$ cat src/rtl/li_counter_sched.sv
// li_counter_sched: round-robin scheduler sharing one gated event counter between
// two requesters. Each granted requester gets a window of N clk_in cycles in which
// event_in drives the counter enable. The captured count and an overflow flag are
// returned on a tagged valid/ready result channel.
//
// Window timeline for len = N:
//   CLEAR      : cnt_clr high, window counter holds N
//   RUN x N    : event_in sampled into cnt_enable (counter sees it one cycle later)
//   SETTLE x 2 : drains enable flop + counter flop; count captured in the 2nd cycle
//   DONE       : result presented until res_ready
module li_counter_sched #(
    parameter int unsigned WIN_W     = 16,
    parameter int unsigned MAX_COUNT = 65536
) (
    input  logic               clk_in,
    input  logic               reset_n,
    input  logic               event_in,
    input  logic [1:0]         req_valid,
    input  logic [2*WIN_W-1:0] req_len,
    output logic [1:0]         req_ready,
    output logic               cnt_clr,
    output logic               cnt_enable,
    input  logic [31:0]        cnt_value,
    output logic               res_valid,
    input  logic               res_ready,
    output logic               res_id,
    output logic [31:0]        res_data,
    output logic               res_ovf,
    output logic               busy
);

    localparam logic [31:0] MaxCount = 32'(MAX_COUNT);

    typedef enum logic [2:0] {
        StIdle,
        StClear,
        StRun,
        StSettle,
        StDone
    } state_e;

    state_e             state_q, state_d;
    logic               last_grant_q, last_grant_d;
    logic               gnt_q, gnt_d;
    logic [WIN_W-1:0]   win_q, win_d;
    logic               settle_q, settle_d;
    logic               ovf_q, ovf_d;
    logic [1:0]         req_ready_q, req_ready_d;
    logic               cnt_clr_q, cnt_clr_d;
    logic               cnt_enable_q, cnt_enable_d;
    logic               res_valid_q, res_valid_d;
    logic               res_id_q, res_id_d;
    logic [31:0]        res_data_q, res_data_d;
    logic               res_ovf_q, res_ovf_d;

    logic               arb_gnt;
    logic [1:0]         arb_onehot;
    logic               accept;
    logic               max_hit;
    logic [WIN_W-1:0]   sel_len;

    // Arbitration: a lone requester wins; on contention the one not served last wins.
    always_comb begin
        arb_gnt = 1'b0;
        if (req_valid == 2'b11) begin
            arb_gnt = ~last_grant_q;
        end else begin
            arb_gnt = req_valid[1];
        end
        arb_onehot = arb_gnt ? 2'b10 : 2'b01;
        accept     = |(req_ready_q & req_valid);
        max_hit    = (cnt_value == MaxCount);
        sel_len    = gnt_q ? req_len[2*WIN_W-1:WIN_W] : req_len[WIN_W-1:0];
    end

    // State register.
    always_ff @(posedge clk_in or negedge reset_n) begin
        if (!reset_n) begin
            state_q <= StIdle;
        end else begin
            state_q <= state_d;
        end
    end

    // Next-state and datapath next values.
    always_comb begin
        state_d      = state_q;
        last_grant_d = last_grant_q;
        gnt_d        = gnt_q;
        win_d        = win_q;
        settle_d     = settle_q;
        ovf_d        = ovf_q;
        req_ready_d  = 2'b00;
        cnt_enable_d = 1'b0;
        res_valid_d  = res_valid_q;
        res_id_d     = res_id_q;
        res_data_d   = res_data_q;
        res_ovf_d    = res_ovf_q;

        unique case (state_q)
            StIdle: begin
                if (accept) begin
                    // Ready was offered last cycle and the requester still holds valid.
                    state_d      = StClear;
                    last_grant_d = gnt_q;
                    win_d        = sel_len;
                end else if ((req_ready_q == 2'b00) && (|req_valid)) begin
                    req_ready_d = arb_onehot;
                    gnt_d       = arb_gnt;
                end
            end
            StClear: begin
                ovf_d    = 1'b0;
                settle_d = 1'b0;
                state_d  = (win_q != '0) ? StRun : StSettle;
            end
            StRun: begin
                ovf_d        = ovf_q | max_hit;
                cnt_enable_d = event_in;
                win_d        = win_q - WIN_W'(1);
                if (win_q == WIN_W'(1)) begin
                    state_d = StSettle;
                end
            end
            StSettle: begin
                ovf_d    = ovf_q | max_hit;
                settle_d = ~settle_q;
                if (settle_q) begin
                    state_d     = StDone;
                    res_valid_d = 1'b1;
                    res_id_d    = gnt_q;
                    res_data_d  = cnt_value;
                    res_ovf_d   = ovf_q | max_hit;
                end
            end
            StDone: begin
                if (res_ready) begin
                    res_valid_d = 1'b0;
                    state_d     = StIdle;
                end
            end
            default: begin
                state_d = StIdle;
            end
        endcase

        // Registered so the counter's asynchronous clear can never glitch.
        cnt_clr_d = (state_d == StClear);
    end

    // Datapath and registered outputs.
    always_ff @(posedge clk_in or negedge reset_n) begin
        if (!reset_n) begin
            last_grant_q <= 1'b1;
            gnt_q        <= 1'b0;
            win_q        <= '0;
            settle_q     <= 1'b0;
            ovf_q        <= 1'b0;
            req_ready_q  <= 2'b00;
            cnt_clr_q    <= 1'b0;
            cnt_enable_q <= 1'b0;
            res_valid_q  <= 1'b0;
            res_id_q     <= 1'b0;
            res_data_q   <= '0;
            res_ovf_q    <= 1'b0;
        end else begin
            last_grant_q <= last_grant_d;
            gnt_q        <= gnt_d;
            win_q        <= win_d;
            settle_q     <= settle_d;
            ovf_q        <= ovf_d;
            req_ready_q  <= req_ready_d;
            cnt_clr_q    <= cnt_clr_d;
            cnt_enable_q <= cnt_enable_d;
            res_valid_q  <= res_valid_d;
            res_id_q     <= res_id_d;
            res_data_q   <= res_data_d;
            res_ovf_q    <= res_ovf_d;
        end
    end

    // Output decode.
    always_comb begin
        req_ready  = req_ready_q;
        cnt_clr    = cnt_clr_q;
        cnt_enable = cnt_enable_q;
        res_valid  = res_valid_q;
        res_id     = res_id_q;
        res_data   = res_data_q;
        res_ovf    = res_ovf_q;
        busy       = (state_q != StIdle);
    end

endmodule

$ cat config.mk
export PLATFORM = sky130hd
export DESIGN_NAME = li_counter_sched
export DESIGN_NICKNAME = d
export VERILOG_FILES = /design/src/rtl/li_counter_sched.sv
export SDC_FILE = /design/constraint.sdc
export NUM_CORES = 1
export LEC_CHECK = 0
export ABC_CLOCK_PERIOD_IN_PS = 4900
export CORE_MARGIN = 3
export CORE_UTILIZATION = 28
export CTS_BUF_LIST = sky130_fd_sc_hd__clkbuf_8 sky130_fd_sc_hd__clkbuf_16
export DETAILED_ROUTE_END_ITERATION = 8
export HOLD_SLACK_MARGIN = 0.02
export PLACE_DENSITY = 0.59
export REMOVE_ABC_BUFFERS = 1
export SETUP_SLACK_MARGIN = 0.02
export SKIP_CTS_REPAIR_TIMING = 1
export SYNTH_ARGS = -nofsm -noshare
export SYNTH_HDL_FRONTEND = slang
export SYNTH_SLANG_ARGS = --single-unit
$ cat constraint.sdc
create_clock -name clk_in -period 4.9 [get_ports clk_in]
set_input_delay 0.735 -clock clk_in [delete_from_list [all_inputs] [get_ports clk_in]]
set_output_delay 0.735 -clock clk_in [all_outputs]
set_load 0.05 [all_outputs]
==> flow_summary_export.csv, run 1 <==
group,metric,value,unit
run_status,status,"finished, final reports clean",
critical_path,critPathRequiredTime,4.16,ns
logic_synthesis,syn_area,3120,µm²
critical_path,startpoint_type,"register",
logic_synthesis,ys_seq_elements,62,
finish,register_area,1550,µm²
floorplan,dieWidth,112,µm
global_route,grt_usage,14.4,%
detailed_routing,wl_met1,3900,µm
detailed_routing,drt_iter0_drc,140,
min_path,hp-start,"res_data[7]$_DFFE_PN0P_",
global_route,grt_pass1_vias,2715,
detailed_routing,met2_length,4370,µm
clock_network,h-tree-depth,3,
sta,tightest_slew,0.974,ns
detailed_routing,drtPass1Iterations,4,
floorplan,io_pins,110,
floorplan,design.die.area,12400,µm²
critical_path,slowest_stage,"clkdlybuf4s50_1",
sta,finalCritPeriodShare,56.6,%
finish,syn2layout_area_growth,45.6,%
detailed_routing,highest_layer,"met4",
logic_synthesis,netlist.area_leader.share,49.0,%
critical_path,crit_family,"buffers and inverters",
critical_path,critical_path_depth,3,
detailed_routing,drt-total-wl,8610,µm
finish,drive_gt1_share,17.8,%
detailed_routing,vias,2565,
critical_path,crit_fanout,11,
clock_network,cts_tree,"yes",
sta,hold_viol,0,
power,vdd_drop_max,0.411,mV
clock_network,clk_latency,0.34,ns
global_route,grt-ovfl-total,0,
sta,setup_violations,0,
min_path,holdPathStages,1,
floorplan,rows,37,
detailed_routing,drcViolationCount,0,
detailed_routing,drt-vias-per-instance,4.90,
floorplan,start_util,29.5,%
logic_synthesis,synthTopCellsByArea,"dfrtp_1 (49%), mux2_2 (13%), mux2i_1 (3.9%)",
job,max_cap_viol_count,0,
sta,rsz0062_at_grt,"no",
clock_network,clk_pin_slew,0.07,ns
global_route,grt_max_degree,63,
sta,fmax,360,MHz
sta,fin_setup_tns,0,ns
logic_synthesis,yosys_warnings,0,
logic_synthesis,synth_edf_count,0,
power,p_per_area,671,nW/µm²
logic_synthesis,synth_cell_types,56,
finish,nets,456,
critical_path,worstPathArrival,2.04,ns
clock_network,cts_sinks,62,
power,leakage,0.00183,µW
clock_network,cts_buffers,9,
global_route,antenna_found_initial,0,
placement,pre_cts_ws,1.90,ns
detailed_routing,routedWlPerCell,16.5,µm
floorplan,coreArea,10600,µm²
critical_path,critPathMaxStageDelay,0.72,ns
critical_path,reg2reg_from,"state_q[2]$_DFF_PN0_",
critical_path,r2r-end,"win_q[7]$_DFFE_PN0P_",
critical_path,crit_chain,"nor3_2 -> inv_2 -> clkdlybuf4s50_1",
sta,drv_slew,0,
detailed_routing,met3_wirelength,258,µm
critical_path,crit_path_end_kind,"output pin",
critical_path,ff2ff_path_depth,5,
detailed_routing,ant_nets,0,
finish,multi_input_area,1480,µm²
clock_network,clockRootBuffer,"clkbuf_8",
sta,fin_ws,2.12,ns
finish,fillCellCount,1003,
critical_path,r2r_setup_slack,2.55,ns
min_path,min_to,"res_data[7]$_DFFE_PN0P_",
global_route,grt_first_pass_wirelength,14600,µm
sta,fin_skew,0.00588,ns
sta,max_slew_margin,35.0,%
placement,numPortBuffers,109,
logic_synthesis,ys.flop_type,"dfrtp_1",
finish,antenna_cells,0,
logic_synthesis,ys_seq_area_share,49.8,%
logic_synthesis,synth_area_leader_cell,"dfrtp_1",
critical_path,path_class,"reg2out",
placement,globalplace.congestion,0.818,
critical_path,path_buf_inv,2,
logic_synthesis,synth.avg_cell_area,11.4,µm²
logic_synthesis,synthArstFlopShare,100,%
floorplan,die_h,112,µm
logic_synthesis,synthCells,273,
min_path,hp-class,"reg2reg",
placement,hpwl,6370,µm
sta,min_period,2.78,ns
clock_network,clock_path_buffers,2,
[per-stage QoR]
stage | total power (µW) | utilization, % | hold slack, ns | cell area [µm²] | cells
3_5_place_dp | 2590 | 41.1 | 0.493 | 4330 | 508
5_1_grt | 3230 | 43.0 | 0.518 | 4540 | 523
6_report | 3050 | 43.0 | 0.505 | 4540 | 523
4_1_cts | 3080 | 43.0 | 0.509 | 4540 | 523
2_1_floorplan | 2010 | - | 0.439 | 3060 | 261
3_3_place_gp | 2580 | 41.1 | 0.488 | 4330 | 508
[flip-flops by register name, summed over array words and instances (netlist names), 2 cells and up]
signal     count
req_ready      2
state_q        3
res_data      32
win_q         16
[layout by cell type, fill, tap and decap left out, types with 4 or more instances in the layout]
cell type and n:
clkdlybuf4s50_1 108, dfrtp_1 61, mux2_2 37, nand2_1 16, mux2i_1 12, clkbuf_8 12
nor2_1 11, o21ai_0 11, nor4_1 10, a21oi_1 8, inv_1 7, nor3_1 7
nand3_1 5, a211oi_1 5, o22ai_1 5, nand3b_1 4, and3_1 4, nand2b_1 4
nand4_1 4
[how the worst max path moves through the flow]
| stage | startpoint | end | slack [ns] |
|---|---|---|---|
| floorplan | req_ready[1]$_DFF_PN0_ | win_q[7]$_DFFE_PN0P_ | 2.96 |
| global placement | req_valid[1] | win_q[7]$_DFFE_PN0P_ | 2.01 |
| detailed placement | req_valid[1] | win_q[7]$_DFFE_PN0P_ | 1.90 |
| CTS | state_q[2]$_DFF_PN0_ | busy | 2.11 |
| global route | state_q[2]$_DFF_PN0_ | busy | 1.99 |
| finish | state_q[2]$_DFF_PN0_ | busy | 2.12 |
[cell type report]
class                           instances  share of cell area, %
Clock buffer                           12                   3.64
Clock inverter                          3                  0.937
Inverter                                8                  0.661
Multi-Input combinational cell        191                   32.6
Sequential cell                        62                   34.2
Tap cell                              136                   3.75
Timing Repair Buffer                  111                   24.2
[power breakdown]
group          internal, µW  switching [µW]  leakage [µW]  total, µW
logic                   622             972       0.00100       1590
clock network           273             196      0.000104        469
registers               750             235      0.000724        986
[metal layers]
layer / global-route usage (%) / vias to the layer above
li1: - / 1239
met5: 0 / -
met2: 23.7 / 42
met3: 3.53 / 8
met1: 19.2 / 1276
met4: 3.73 / 0
[synthesized netlist by cell type (4+ instances only)]
cell and n:
a211oi_1 5, a21oi_1 8, and3_1 4, buf_2 9, dfrtp_1 61, inv_1 7, mux2_2 37, mux2i_1 12
nand2_1 16, nand2b_1 4, nand3_1 5, nand3b_1 4, nand4_1 4, nor2_1 11, nor3_1 7, nor4_1 10
o21ai_0 11, o22ai_1 5
[logic make-up (layout without fill, tap and decap cells)]
kind of cell / count (synthesis) / count (layout) / synth area share (%)
flip-flops: 62 / 62 / 49.8
adder cells (fa/ha/maj): 3 / 3 / 1.20
multiplexers: 49 / 49 / 17.2
XOR/XNOR: 1 / 1 / 0.281
buffers and inverters: 20 / 134 / 2.77
AND/OR/NAND/NOR: 91 / 91 / 18.5
AO/OA/AOI/OAI: 47 / 47 / 10.3
Note: power is estimated with default switching activity, not from simulation.
==> run 2, diff against run 1 <==
--- a/config.mk
+++ b/config.mk
@@ -5,7 +5,7 @@
 export SDC_FILE = /design/constraint.sdc
 export NUM_CORES = 1
 export LEC_CHECK = 0
-export ABC_CLOCK_PERIOD_IN_PS = 4900
+export ABC_CLOCK_PERIOD_IN_PS = 2780
 export CORE_MARGIN = 3
 export CORE_UTILIZATION = 28
 export CTS_BUF_LIST = sky130_fd_sc_hd__clkbuf_8 sky130_fd_sc_hd__clkbuf_16
==> constraint.sdc (replaced) <==
create_clock -name clk_in -period 2.78 [get_ports clk_in]
set_input_delay 0.417 -clock clk_in [delete_from_list [all_inputs] [get_ports clk_in]]
set_output_delay 0.417 -clock clk_in [all_outputs]
set_load 0.05 [all_outputs]
==> flow_summary_export.csv, run 2 (same netlist as run 1, synthesis figures left out) <==
group,metric,value,unit
global_route,antenna_found_initial,0,
sta,fin_skew,0.00716,ns
floorplan,die_h,112,µm
critical_path,worstPathArrival,2.01,ns
finish,drive_gt1_share,18.4,%
placement,globalplace.congestion,0.853,
detailed_routing,routedWlPerCell,16.4,µm
power,fin_total_pwr,5430,µW
critical_path,crit_fanout,11,
sta,fin_setup_tns,0,ns
placement,hpwl,6490,µm
global_route,grt_max_degree,63,
clock_network,clock_path_buffers,2,
sta,whs,0.0792,ns
finish,antenna_cells,0,
sta,finalCritPeriodShare,87.4,%
min_path,hp-class,"in2async",
sta,tightest_slew,0.594,ns
critical_path,startpoint_type,"register",
sta,hold_viol,0,
floorplan,start_util,29.5,%
sta,max_slew_margin,60.2,%
floorplan,coreArea,10600,µm²
run_status,status,"finished, final reports clean",
critical_path,r2r_setup_slack,0.71,ns
clock_network,clk_pin_slew,0.07,ns
global_route,grt_first_pass_wirelength,14300,µm
critical_path,path_class,"reg2out",
global_route,grt_usage,14.2,%
sta,fmax,412,MHz
finish,register_area,1550,µm²
critical_path,critPathRequiredTime,2.36,ns
global_route,grt-ovfl-total,0,
floorplan,dieWidth,112,µm
clock_network,clockRootBuffer,"clkbuf_8",
critical_path,crit_path_end_kind,"output pin",
clock_network,h-tree-depth,3,
clock_network,cts_buffers,9,
detailed_routing,ant_nets,0,
detailed_routing,drcViolationCount,0,
sta,setup_violations,0,
finish,multi_input_area,1480,µm²
floorplan,rows,37,
detailed_routing,drt-total-wl,8640,µm
clock_network,cts_tree,"yes",
critical_path,reg2reg_from,"state_q[1]$_DFF_PN0_",
floorplan,io_pins,110,
global_route,grt_pass1_vias,2652,
finish,final_common_cell,"clkdlybuf4s50_1",
sta,min_period,2.43,ns
floorplan,design.die.area,12400,µm²
sta,rsz0062_at_grt,"no",
job,max_cap_viol_count,0,
placement,numPortBuffers,109,
finish,final_cell_mix,"clkdlybuf4s50_1 (108), dfrtp_1 (61), mux2_2 (37), nand2_1 (16), mux2i_1 (12)",
power,leakage,0.00186,µW
power,p_per_area,1190,nW/µm²
finish,fillCellCount,993,
detailed_routing,drt_iter0_drc,101,
finish,syn2layout_area_growth,47.0,%
critical_path,ff2ff_path_depth,4,
finish,largest_reg_flops,32,
finish,nets,459,
critical_path,r2r-end,"win_q[10]$_DFFE_PN0P_",
detailed_routing,vias,2605,
detailed_routing,drtPass1Iterations,4,
clock_network,cts_sinks,62,
sta,drv_slew,0,
clock_network,clk_latency,0.34,ns
power,vdd_drop_max,0.635,mV
detailed_routing,drt-vias-per-instance,4.94,
run 2: per-layer routing:
metal,global-route usage (%),share of wire (%),up-vias
li1,-,-,1252
met1,20.1,47,1292
met2,22.3,48,52
met3,2.61,3.4,9
met4,4.38,1.3,0
met5,0,0,-
run 2: per-stage QoR:
stage / area, µm² / std cells / setup WS, ns / util [%]
after floorplan: 3060 / 261 / 0.845 / -
after global placement: 4370 / 511 / 0.593 / 41.4
after detailed placement: 4370 / 511 / 0.509 / 41.4
after CTS: 4580 / 527 / 0.329 / 43.4
after global routing: 4580 / 527 / 0.210 / 43.4
final: 4580 / 527 / 0.351 / 43.4
run 2: cell type report:
type | instances | share of cell area [%]
Sequential cell | 62 | 33.9
Clock buffer | 9 | 2.70
Tap cell | 136 | 3.71
Multi-Input combinational cell | 191 | 32.3
Clock inverter | 7 | 1.97
Inverter | 8 | 0.655
Timing Repair Buffer | 114 | 24.8
run 2: worst max-delay path: stages (launching register included):
cell and delay, ns:
dfrtp_1 0.48, nor3_2 0.36, inv_2 0.11, clkdlybuf4s50_1 0.72
run 2: how the worst max path moves through the flow:
stage          depth (start not counted)              startpoint                    to
2_1_floorplan                          5  req_ready[1]$_DFF_PN0_  win_q[7]$_DFFE_PN0P_
3_3_place_gp                           6            req_valid[1]  win_q[7]$_DFFE_PN0P_
3_5_place_dp                           6            req_valid[1]  win_q[7]$_DFFE_PN0P_
4_1_cts                                3    state_q[2]$_DFF_PN0_                  busy
5_1_grt                                3    state_q[2]$_DFF_PN0_                  busy
6_report                               3    state_q[2]$_DFF_PN0_                  busy
run 2: report_power, final:
part	switching, µW	leakage, µW	internal, µW
Clock	368	0.000110	500
Sequential	359	0.000724	1320
Combinational	1760	0.00102	1120
